File: config.mk
export PLATFORM = sky130hd
export DESIGN_NAME = synthesijer_div64_arbiter
export DESIGN_NICKNAME = d
export VERILOG_FILES = /design/src/rtl/synthesijer_div64_arbiter.sv
export SDC_FILE = /design/constraint.sdc
export NUM_CORES = 1
export LEC_CHECK = 0
export ABC_AREA = 1
export BUFFER_PORTS_ARGS = -buffer_cell sky130_fd_sc_hd__buf_2
export CAP_MARGIN = 20
export CORE_AREA = 5 5 358 360
export DETAILED_ROUTE_END_ITERATION = 8
export DIE_AREA = 0 0 363 365
export HOLD_SLACK_MARGIN = 0.15
export PLACE_DENSITY = 0.36
export SLEW_MARGIN = 0
export SYNTH_ARGS = -nofsm -noshare
export SYNTH_HDL_FRONTEND = slang
export SYNTH_SLANG_ARGS = --single-unit
export TNS_END_PERCENT = 100
File: constraint.sdc
create_clock -name clk -period 4.4 [get_ports clk]
set_input_delay 0.88 -clock clk [delete_from_list [all_inputs] [get_ports clk]]
set_output_delay 0.88 -clock clk [all_outputs]
set_load 0.03 [all_outputs]
File: src/rtl/synthesijer_div64_arbiter.sv
// Round-robin arbiter sharing one pipelined signed 64-bit divider
// among NREQ requesters, with an in-order tag FIFO steering results back.
//
// Ports:
//   clk, reset_n          : clock, synchronous active-low reset
//   req_valid/req_ready   : per-requester strobe / one-hot grant
//   req_a/req_b           : packed 64-bit operands, slice i = [64i+63:64i]
//   resp_valid            : one-hot 1-cycle result pulse
//   resp_quantient/_remainder/_dbz : shared result bus
//   div_reset/div_a/div_b/div_nd   : to the divider
//   div_quantient/_remainder/_valid: from the divider
//   err_orphan            : sticky, result seen with no tag outstanding
module synthesijer_div64_arbiter #(
  parameter int NREQ            = 4,
  parameter int TAGW            = 2,
  parameter int MAX_OUTSTANDING = 32
) (
  input  logic              clk,
  input  logic              reset_n,
  input  logic [NREQ-1:0]   req_valid,
  output logic [NREQ-1:0]   req_ready,
  input  logic [64*NREQ-1:0] req_a,
  input  logic [64*NREQ-1:0] req_b,
  output logic [NREQ-1:0]   resp_valid,
  output logic [63:0]       resp_quantient,
  output logic [63:0]       resp_remainder,
  output logic              resp_dbz,
  output logic              div_reset,
  output logic [63:0]       div_a,
  output logic [63:0]       div_b,
  output logic              div_nd,
  input  logic [63:0]       div_quantient,
  input  logic [63:0]       div_remainder,
  input  logic              div_valid,
  output logic              err_orphan
);

  localparam int PW = (MAX_OUTSTANDING > 1) ?
                      $clog2(MAX_OUTSTANDING) : 1;
  localparam int CW = $clog2(MAX_OUTSTANDING + 1);
  localparam int EW = TAGW + 1;

  logic [CW-1:0]   inflight_q, inflight_d;
  logic [TAGW-1:0] rr_q, rr_d;
  logic [63:0]     div_a_q, div_a_d;
  logic [63:0]     div_b_q, div_b_d;
  logic            div_nd_q, div_nd_d;
  logic [TAGW-1:0] tag_q, tag_d;
  logic [PW-1:0]   wr_q, wr_d;
  logic [PW-1:0]   rd_q, rd_d;
  logic [CW-1:0]   cnt_q, cnt_d;
  logic [NREQ-1:0] rv_q, rv_d;
  logic [63:0]     rq_q, rq_d;
  logic [63:0]     rr_rem_q, rr_rem_d;
  logic            rdbz_q, rdbz_d;
  logic            err_q, err_d;

  logic [EW-1:0]   fifo_mem [MAX_OUTSTANDING];
  logic [EW-1:0]   head;
  logic [NREQ-1:0] grant;
  logic [TAGW-1:0] gidx;
  logic            accept;
  logic            has_credit;
  logic            push;
  logic            pop;
  logic            orphan;
  int              j;

  assign has_credit = inflight_q < CW'(MAX_OUTSTANDING);

  // Scan downward so the lowest offset from rr_q wins last.
  always_comb begin
    grant = '0;
    gidx  = '0;
    j     = 0;
    if (reset_n && has_credit) begin
      for (int i = NREQ - 1; i >= 0; i--) begin
        j = int'(rr_q) + i;
        if (j >= NREQ) j = j - NREQ;
        if (req_valid[j]) begin
          grant = NREQ'(1) << j;
          gidx  = TAGW'(j);
        end
      end
    end
  end

  assign accept = |grant;

  // Tag is pushed the cycle the operands reach the divider.
  assign push   = div_nd_q;
  assign pop    = div_valid && (cnt_q != '0);
  assign orphan = div_valid && (cnt_q == '0);
  assign head   = fifo_mem[rd_q];

  always_comb begin
    rr_d     = rr_q;
    div_a_d  = div_a_q;
    div_b_d  = div_b_q;
    tag_d    = tag_q;
    div_nd_d = accept;
    if (accept) begin
      rr_d    = (gidx == TAGW'(NREQ - 1)) ? '0 : gidx + TAGW'(1);
      div_a_d = req_a[int'(gidx)*64 +: 64];
      div_b_d = req_b[int'(gidx)*64 +: 64];
      tag_d   = gidx;
    end
    wr_d       = wr_q + PW'(push);
    rd_d       = rd_q + PW'(pop);
    cnt_d      = cnt_q + CW'(push) - CW'(pop);
    inflight_d = inflight_q + CW'(accept) - CW'(pop);
    rv_d       = '0;
    rq_d       = rq_q;
    rr_rem_d   = rr_rem_q;
    rdbz_d     = rdbz_q;
    if (pop) begin
      rv_d     = NREQ'(1) << head[TAGW-1:0];
      rq_d     = div_quantient;
      rr_rem_d = div_remainder;
      rdbz_d   = head[TAGW];
    end
    err_d = err_q | orphan;
  end

  always_ff @(posedge clk) begin
    if (!reset_n) begin
      inflight_q <= '0;
      rr_q       <= '0;
      div_a_q    <= '0;
      div_b_q    <= '0;
      div_nd_q   <= 1'b0;
      tag_q      <= '0;
      wr_q       <= '0;
      rd_q       <= '0;
      cnt_q      <= '0;
      rv_q       <= '0;
      rq_q       <= '0;
      rr_rem_q   <= '0;
      rdbz_q     <= 1'b0;
      err_q      <= 1'b0;
    end else begin
      inflight_q <= inflight_d;
      rr_q       <= rr_d;
      div_a_q    <= div_a_d;
      div_b_q    <= div_b_d;
      div_nd_q   <= div_nd_d;
      tag_q      <= tag_d;
      wr_q       <= wr_d;
      rd_q       <= rd_d;
      cnt_q      <= cnt_d;
      rv_q       <= rv_d;
      rq_q       <= rq_d;
      rr_rem_q   <= rr_rem_d;
      rdbz_q     <= rdbz_d;
      err_q      <= err_d;
    end
  end

  always_ff @(posedge clk) begin
    if (push) fifo_mem[wr_q] <= {div_b_q == '0, tag_q};
  end

  assign req_ready      = grant;
  assign div_reset      = ~reset_n;
  assign div_a          = div_a_q;
  assign div_b          = div_b_q;
  assign div_nd         = div_nd_q;
  assign resp_valid     = rv_q;
  assign resp_quantient = rq_q;
  assign resp_remainder = rr_rem_q;
  assign resp_dbz       = rdbz_q;
  assign err_orphan     = err_q;

endmodule

After elaboration in Yosys (flattened, before gate mapping) --
Memory sizes are Yosys's and may differ from the RTL's. A register that Yosys moved wholly into a read port is not among the register bits. Cells that the tools add are included.
Word-level totals: bits in writable memories 96, input port bits 647, memories 1, flip-flop bits (word level) 289, memory bits (read-only) 0, word-level logic and storage cells 90, output and inout port bits 268, latch bits 0
Operators by class: equality and inequality tests 1, add/subtract/negate cells 14, mux-type cells 34, divide/modulo/power cells 0, bitwise gates (word level) 2, reduce and logical (&&, ||, !) cells 8, shifts and indexed selects 7, order comparisons 9, multiply operators 0
Memory list:
- fifo_mem | depth 32, width 3, rd ports 1, clocked after Yosys merged registers in 1, wr ports 1, line 58 | logic [EW-1:0] fifo_mem [MAX_OUTSTANDING];
Operators with widths (count):
- $shiftx 256x9->64 | 2
- $mux 32 | 8
- $lt 32x4->1 const B | 4
- $shl 1x32->4 const A | 4
- $logic_not 64->1 | 1
- $mux 4 | 5
- $add 6x1->6 | 2
- $mux 2 | 6
- $sub 3x3->4 const B | 3
- $sub 6x1->6 | 2
- $add 5x1->5 | 2
- $mux 1 | 10
- $ge 3x3->1 const B | 3
- $bmux 1 s2 | 4
- $add 2x2->3 const B | 2
- $logic_not 6->1 | 1
- $lt 6x6->1 const B | 1
- $reduce_bool 6->1 | 1
- $mux 5 | 1
- $reduce_or 4->1 | 1
- $shl 1x2->4 const A | 1
- $sub 2x3->4 const B | 1
- $add 2x1->3 const B | 1
- $ge 2x3->1 const B | 1
- 6 further kinds | 8

Logic depth before layout (Yosys ltp) --
Gate-level depths: netlist (run 1).
word-level depth 15, mapped depth 25, mapped depth without buffers 22

Worst setup path after synthesis (run 1) --
Ideal clock, no wire load.
path type input to register, start input port req_valid[3], end register inflight_q[4], data required time 4330 ps, buffers on the path 2, library setup time 70 ps, cell stages on the path 22, setup slack 762 ps, arrival 3568 ps, path through inv_1 nand2_1 nand3_1 nand2_2 nor2_2 nand2_1 nand3_1 nand2_1 nand2_1 nor2_4 buf_6 buf_6 ha_1 inv_1 ha_1 fa_1 nand2_1 inv_1 or2_2 a21oi_1 o21ai_0 a21oi_1
Between the ends: longest elaborated chain between the ends 11, elaborated cells between the ends (all ways) 20, those cells by class add/sub: 2; mux: 17; reduce/logical: 1
RTL lines:
- start: declaration | line 20 | input logic [NREQ-1:0] req_valid,
- $bmux 1 s2 | line 80 | if (req_valid[j]) begin
- $mux 1 (implied by the code) (2 in series) | line 80
- $mux 4 (3 in series) | line 80
- $mux 4 (*) | line 80
- $mux 4 (*) | line 76 | if (reset_n && has_credit) begin
- $reduce_or 4->1 (*) | line 88 | assign accept = |grant;
- $add 6x1->6 (*) | line 111 | inflight_d = inflight_q + CW'(accept) - CW'(pop);
- $sub 6x1->6 (*) | line 111
- end signal: assignment | line 142 | inflight_q <= inflight_d;
- end: declaration | line 43 | logic [CW-1:0] inflight_q, inflight_d;
Mark *: on every way between the ends. The rest lies on a longest branch, timed or not. The select of a mux whose other input is x is not followed. A chain may end at the register's enable or synchronous reset.

Final worst setup path (run 1) --
start register rr_q[1], end output port req_ready[3]
Between the ends: longest elaborated chain between the ends 12, elaborated cells between the ends (all ways) 40, those cells by class add/sub: 7; order compare: 4; shift: 4; mux: 25
RTL lines:
- start: declaration | line 44 | logic [TAGW-1:0] rr_q, rr_d;
- start signal: assignment | line 143 | rr_q <= rr_d;
- $add 2x2->3 | line 78 | j = int'(rr_q) + i;
- $sub 3x3->4 / $ge 3x3->1 (equally long branches) | line 79 | if (j >= NREQ) j = j - NREQ;
- $mux 32 | line 79
- $mux 32 | line 76
- $bmux 1 s2 | line 80
- $mux 1 (implied by the code) (2 in series) | line 80
- $mux 4 (3 in series) | line 80
- $mux 4 (*) | line 80
- $mux 4 (*) | line 76
- end: declaration | line 21 | output logic [NREQ-1:0] req_ready,
Marks and branches as above.

==> qor.txt, run 1 <==
Status = finished clean
Core Util, Final = 24.02%
TritonCTS Sinks = 385
P_leak = 16.46 nW
First-pass GRT wire length = 153100 um
Initial Util = 17.73%
Layout cells sized above 1 = 24.53%
VDD IR max = 0.8536 mV
Post-CTS sizing = 0
Crit-path cells = inv_1 > ha_1 > inv_1 > nand3_1 > nand2_1 > inv_1 > nor2_2 > nand2_1 > nand3_1 > nand2_1 > inv_1 > buf_2
Drt via density = 4.007
Routed WL = 107600 um
H-tree Lvls = 2
IO Pins = 915
Slew @ Worst Pin = 1065 ps
Cell area after synthesis = 22120 um^2
Yosys Warn Count = 0
Synth unique cells = 38
Setup WS post-layout = 642.8 ps
CTS Hold Bufs = 0
Post-synth EDFFs = 96
Root Driver = clkbuf_16
Synthesized flop and latch total = 385
Crit path arrival time = 2880 ps
Tot GR Track Use = 15.26%
Synth top area share = 26.15%
Drt wl/cell = 17.91 um
Antenna violations before repair = 43
Final hold vios = 0
CP required = 3520 ps
Placement-stage cell area = 28200 um^2
Final setup violation count = 0
Final slew viol count = 0
Most common library cells after synthesis = 705 x nand2_1, 701 x inv_1, 626 x nor2_1, 543 x nand3_1, 289 x dfxtp_1
Post-Place Cells = 5895
Skew final = 32.37 ps
Grt ovf = 0
Max Cap Viol = 0
CP max-delay cell = dfxtp_1
Clk buf depth = 3
Filler cells = 14484
Syn_nets = 4179
Die Ht = 365 um
CP max FO = 7
Layout area overhead = 35.46%
Clk slew on worst S/H paths = 60 ps
Largest net degree at the start of global routing = 180
RD Place Congestion = 0.8647
Initial DRC count = 1409
DP Wirelength = 81900 um
Synth area leader = dfxtp_1
Cts bufs inserted = 50
Chip width = 363 um
CP endpoint kind = output pin
FFs w/ async S/R, synth = 0%
Post-Synthesis Cells = 3503
Cell area power density = 685.8 nW/um^2
Fmax = 266.2 MHz
Row count = 130
Port bufs = 914
Most common cell in the netlist = nand2_1
Setup bufs post-CTS = 0
Clk_lat worst skew = 620 ps
Die area = 132500 um^2
CP max stage delay = 480 ps
Vias in the first global route = 23566
Dpl ws = 661.5 ps
Startpoint Class = register
Core ar. = 124800 um^2
Final period utilization = 85.39%
Design Area, Final = 29970 um^2
Seq/Total Area, Yosys = 39.18%
Slew headroom = 29.01%
Area contributors post-synth = dfxtp_1 26%, edfxtp_1 13%, nand3_1 12%
Crit Path Category = reg2out
CTS tree = built
Hold/Removal Path Class = reg2reg
Main flop type after synthesis = dfxtp_1
Routed vias = 24068
Detailed Routing Iterations Pass 1 = 7
RSZ-0062 raised after global routing = false
Syn_area_per_cell = 6.315 um^2
Hold Slack = 473.6 ps
Min Tclk post-route = 3757 ps
Antenna-violating nets left = 0
Setup TNS = 0 ps
DRC = 0
Final Non-Filler Cells = 6007
Cell mode on critical path = inv_1
Layout Nets = 4973
Tot Pwr = 20.55 mW
## layout by cell type (no fill, tap or decap), types with 2 or more instances in the layout
cell	instances
buf_2	913
nand2_1	704
inv_1	701
nor2_1	626
nand3_1	543
dfxtp_1	288
o21ai_0	187
edfxtp_1	96
clkbuf_16	51
buf_4	34
ha_1	27
diode_2	20
a21oi_1	20
nor4_1	16
nand4_1	12
o22ai_1	12
clkbuf_1	12
o221ai_1	11
clkbuf_8	10
buf_12	9
nand2_2	7
inv_2	5
clkinv_2	5
o21bai_1	4
clkinv_1	4
bufinv_16	4
nand3_2	3
inv_6	3
clkinv_4	3
nand2_4	2
inv_4	2
nor2_4	2
nand2_8	2
nor2_2	2
fa_1	2
clkinv_16	2
## worst max-delay path: cells and delay by family, from the launching register on
kind	cells	cell delay [ps]
flip-flops	1	480
buffers and inverters	5	800
adder cells (fa/ha/maj)	1	360
AND/OR/NAND/NOR	6	600
## layer usage
layer / track usage [%] / routed length (um) / share of wire, % / vias up
met4: 5.170 / 3348 / 3.1 / 12
met3: 4.022 / 7349 / 6.8 / 148
met5: 0 / 76 / 0.071 / -
met1: 18.20 / 44230 / 41 / 10901
met2: 26.64 / 52610 / 49 / 720
li1: - / - / - / 12287
## registers in the layout, indices dropped and copies added (netlist names)
| signal | flops |
|---|---|
| cnt_q | 6 |
| div_a | 64 |
| div_b | 64 |
| div_nd | 1 |
| err_orphan | 1 |
| fifo_mem | 96 |
| inflight_q | 6 |
| rd_q | 5 |
| resp_dbz | 1 |
| resp_quantient | 64 |
| resp_remainder | 64 |
| resp_valid | 4 |
| rr_q | 2 |
| tag_q | 2 |
| wr_q | 5 |
## where the power goes
part | leakage [nW] | switching, mW | internal, mW
clock network | 0.840 | 1.73 | 2.55
logic | 12.3 | 8.01 | 3.15
registers | 3.28 | 0.580 | 4.53
total | 16.5 | 10.3 | 10.2
## layout make-up
cell class	instances	area (um^2)	area share [%]
inverter	710	2675	8.927
antenna	20	50.05	0.1670
tap	1650	2064	6.889
multi-input combinational	2193	9768	32.60
sequential	385	8670	28.93
timing repair buffer	957	5020	16.75
clock inverter	19	260.3	0.8685
clock buffer	73	1459	4.868
## cell families (layout without fill, tap and decap cells)
family	Yosys count	in the layout	synth area share (%)
AOI/OAI and AO/OA	239	239	5.809
xor gates and xnor gates	2	2	0.07920
adders and majority gates	29	29	1.708
buffers and inverters	925	1759	16.85
DFF	385	385	39.18
other	0	20	0
and+or+nand+nor	1923	1923	36.37
## worst paths after layout
kind / endpoint / slack (ps) / depth (start not counted) / from
hold reg to reg: resp_quantient[8]$_SDFFE_PN0P_ / 470 / 2 / resp_quantient[8]$_SDFFE_PN0P_
setup reg to reg: inflight_q[4]$_SDFF_PN0_ / 670 / 22 / rr_q[1]$_SDFFE_PN0P_
hold / removal: resp_quantient[8]$_SDFFE_PN0P_ / 470 / 2 / resp_quantient[8]$_SDFFE_PN0P_
setup / recovery: req_ready[3] / 640 / 12 / rr_q[1]$_SDFFE_PN0P_
No activity file was read; power rests on OpenSTA's default activity.
==> inputs of run 2 (changes only) <==
--- a/config.mk
+++ b/config.mk
@@ -5,14 +5,13 @@
 export SDC_FILE = /design/constraint.sdc
 export NUM_CORES = 1
 export LEC_CHECK = 0
-export ABC_AREA = 1
 export BUFFER_PORTS_ARGS = -buffer_cell sky130_fd_sc_hd__buf_2
 export CAP_MARGIN = 20
-export CORE_AREA = 5 5 358 360
+export CORE_AREA = 5 5 351 353
 export DETAILED_ROUTE_END_ITERATION = 8
-export DIE_AREA = 0 0 363 365
+export DIE_AREA = 0 0 356 358
 export HOLD_SLACK_MARGIN = 0.15
-export PLACE_DENSITY = 0.36
+export PLACE_DENSITY = 0.34
 export SLEW_MARGIN = 0
 export SYNTH_ARGS = -nofsm -noshare
 export SYNTH_HDL_FRONTEND = slang
==> run 2 against run 1 <==
Compared with the run above: hold slack worse by 25 ps; critical endpoint is now inflight_q[4]$_SDFF_PN0_; via count is 13% lower; largest power group unchanged; sequential power is 5.7% higher; global-route usage is 1.3 points higher; design area is 8.6% lower; critical path depth is 5 higher; synthesized cell count is 34% lower; die area is 3.8% lower; combinational power is 6% lower; critical path type is now reg2reg.
==> qor.txt, run 2 <==
Routed vias = 20846
Commonest non-fill, non-tap cell in the layout = buf_2
Crit Path Category = reg2reg
Largest register FFs = 96
Clk_lat worst skew = 660 ps
Most common cell in the netlist = nand3_1
DRC = 0
Largest register by flop count = fifo_mem
Yosys Warn Count = 0
H-tree Lvls = 2
Layout cells sized above 1 = 37.13%
Syn_area_per_cell = 8.319 um^2
Area contributors post-synth = dfxtp_1 30%, edfxtp_1 15%, nand3_1 9.7%
Crit path arrival time = 4510 ps
RD Place Congestion = 0.8477
Clk buf depth = 3
Post-Place Cells = 4670
Tot GR Track Use = 16.52%
CP max FO = 8
Skew final = 54.28 ps
Die area = 127400 um^2
Synth top area share = 30.03%
Seq/Total Area, Yosys = 44.99%
DP Wirelength = 84400 um
Drt wl/cell = 23.57 um
FFs w/ async S/R, synth = 0%
Initial DRC count = 1332
Setup bufs post-CTS = 0
Die Ht = 358 um
Most common library cells after synthesis = 375 x nand3_1, 328 x o21ai_0, 289 x dfxtp_1, 272 x a21oi_1, 263 x nand2_1
Slew @ Worst Pin = 1109 ps
Startpoint Class = register
Vias in the first global route = 20776
Synth unique cells = 52
Synthesized flop and latch total = 385
Final setup violation count = 0
Detailed Routing Iterations Pass 1 = 6
Cell area after synthesis = 19270 um^2
Cell area power density = 741.0 nW/um^2
Cts bufs inserted = 52
CP endpoint kind = register
Filler cells = 13583
Hold Slack = 448.6 ps
Routed WL = 112900 um
Antenna violations before repair = 44
Row count = 127
Final slew viol count = 0
Hold/Removal Path Class = reg2reg
RSZ-0062 raised after global routing = false
Initial Util = 16.12%
TritonCTS Sinks = 385
Setup TNS = 0 ps
CP required = 4890 ps
Core ar. = 119500 um^2
Main flop type after synthesis = dfxtp_1
Grt ovf = 0
Post-CTS sizing = 0
P_leak = 11.06 nW
Post-Synthesis Cells = 2316
Drt via density = 4.353
CTS Hold Bufs = 0
CTS tree = built
Status = finished clean
Syn_nets = 2992
IO Pins = 915
Post-synth EDFFs = 96
Max Cap Viol = 0
Root Driver = clkbuf_16
Layout area overhead = 42.17%
Most frequent cells in the layout = 913 x buf_2, 374 x nand3_1, 328 x o21ai_0, 288 x dfxtp_1, 272 x a21oi_1
Layout Nets = 3788
Final hold vios = 0
VDD IR max = 0.6616 mV
Fmax = 249.2 MHz
Clk slew on worst S/H paths = 60 ps
Synth area leader = dfxtp_1
Final Non-Filler Cells = 4789
Min Tclk post-route = 4013 ps
Chip width = 356 um
Antenna-violating nets left = 0
Final period utilization = 91.21%
First-pass GRT wire length = 154400 um
Largest net degree at the start of global routing = 133
Slew headroom = 26.08%
Port bufs = 914
==> run 2: cell types whose count changed after synthesis, sizes merged, moves of 12 or more <==
cell    before  now
nor2       630   66
o21ai      187  389
mux4         0   32
buf        116   57
o22ai       12    0
nand2      715  263
nand3      546  401
or3          0  130
inv        708   21
a21oi       21  272
clkbuf      99  174
==> run 2: area by class of cell <==
class	count	area [um^2]	area share (%)
well taps	1612	2017	7.363
flip-flops and latches	385	8670	31.65
inverters	23	97.59	0.3563
multi-input cells	1677	9574	34.95
clock buffers	63	1396	5.098
diodes	23	57.56	0.2101
repair buffers	973	5211	19.02
clock inverters	33	369.1	1.347
==> run 2: power breakdown <==
part / internal [mW] / switching [mW] / leakage, nW
Clock: 2.57 / 1.85 / 0.850
Combinational: 3.07 / 7.41 / 6.89
Sequential: 4.54 / 0.855 / 3.33
==> run 2: cells by family after synthesis <==
family,after synthesis,synth area share (%)
xor gates and xnor gates,15,0.6819
muxes,43,4.416
buffers and inverters,254,5.916
AOI/OAI and AO/OA,679,18.51
and+or+nand+nor,911,23.52
adders and majority gates,29,1.961
DFF,385,44.99
==> run 2: worst paths after layout <==
| check | startpoint | to | slack, ps | cells past startpoint |
|---|---|---|---|---|
| min | resp_quantient[62]$_SDFFE_PN0P_ | resp_quantient[62]$_SDFFE_PN0P_ | 450 | 2 |
| max | rr_q[1]$_SDFFE_PN0P_ | inflight_q[4]$_SDFF_PN0_ | 390 | 17 |
| min reg2reg | resp_quantient[62]$_SDFFE_PN0P_ | resp_quantient[62]$_SDFFE_PN0P_ | 450 | 2 |
| max reg2reg | rr_q[1]$_SDFFE_PN0P_ | inflight_q[4]$_SDFF_PN0_ | 390 | 17 |
==> run 2: metrics by stage <==
| stage | utilization (%) | power (mW) | area, um^2 | setup slack [ps] |
|---|---|---|---|---|
| after global placement | 21.40 | 16.19 | 25570 | 261.6 |
| after floorplan | - | 11.83 | 19310 | 14.29 |
| final | 22.92 | 20.30 | 27390 | 386.9 |
| after detailed placement | 21.40 | 16.11 | 25570 | 262.9 |
| after CTS | 22.88 | 20.70 | 27340 | 300.8 |
| after global routing | 22.91 | 21.65 | 27380 | 137.3 |
==> run 2: layer usage <==
layer / wire length, um / up-vias / global-route usage, %
met5: 81 / - / 0
li1: - / 9929 / -
met3: 8687 / 151 / 4.689
met2: 55530 / 794 / 28.19
met1: 45310 / 9962 / 19.91
met4: 3256 / 10 / 5.848
==> run 2: critical path: stages, from the launching register on <==
cell,delay [ps]
dfxtp_1,320
inv_1,100
ha_1,460
mux2_2,420
and2_1,210
a21oi_1,200
a41oi_2,140
or4_4,610
inv_6,90
ha_1,120
inv_1,40
ha_1,200
fa_1,430
a21oi_1,160
nor2_1,50
nor2_1,110
xor2_1,160
nor2_1,50
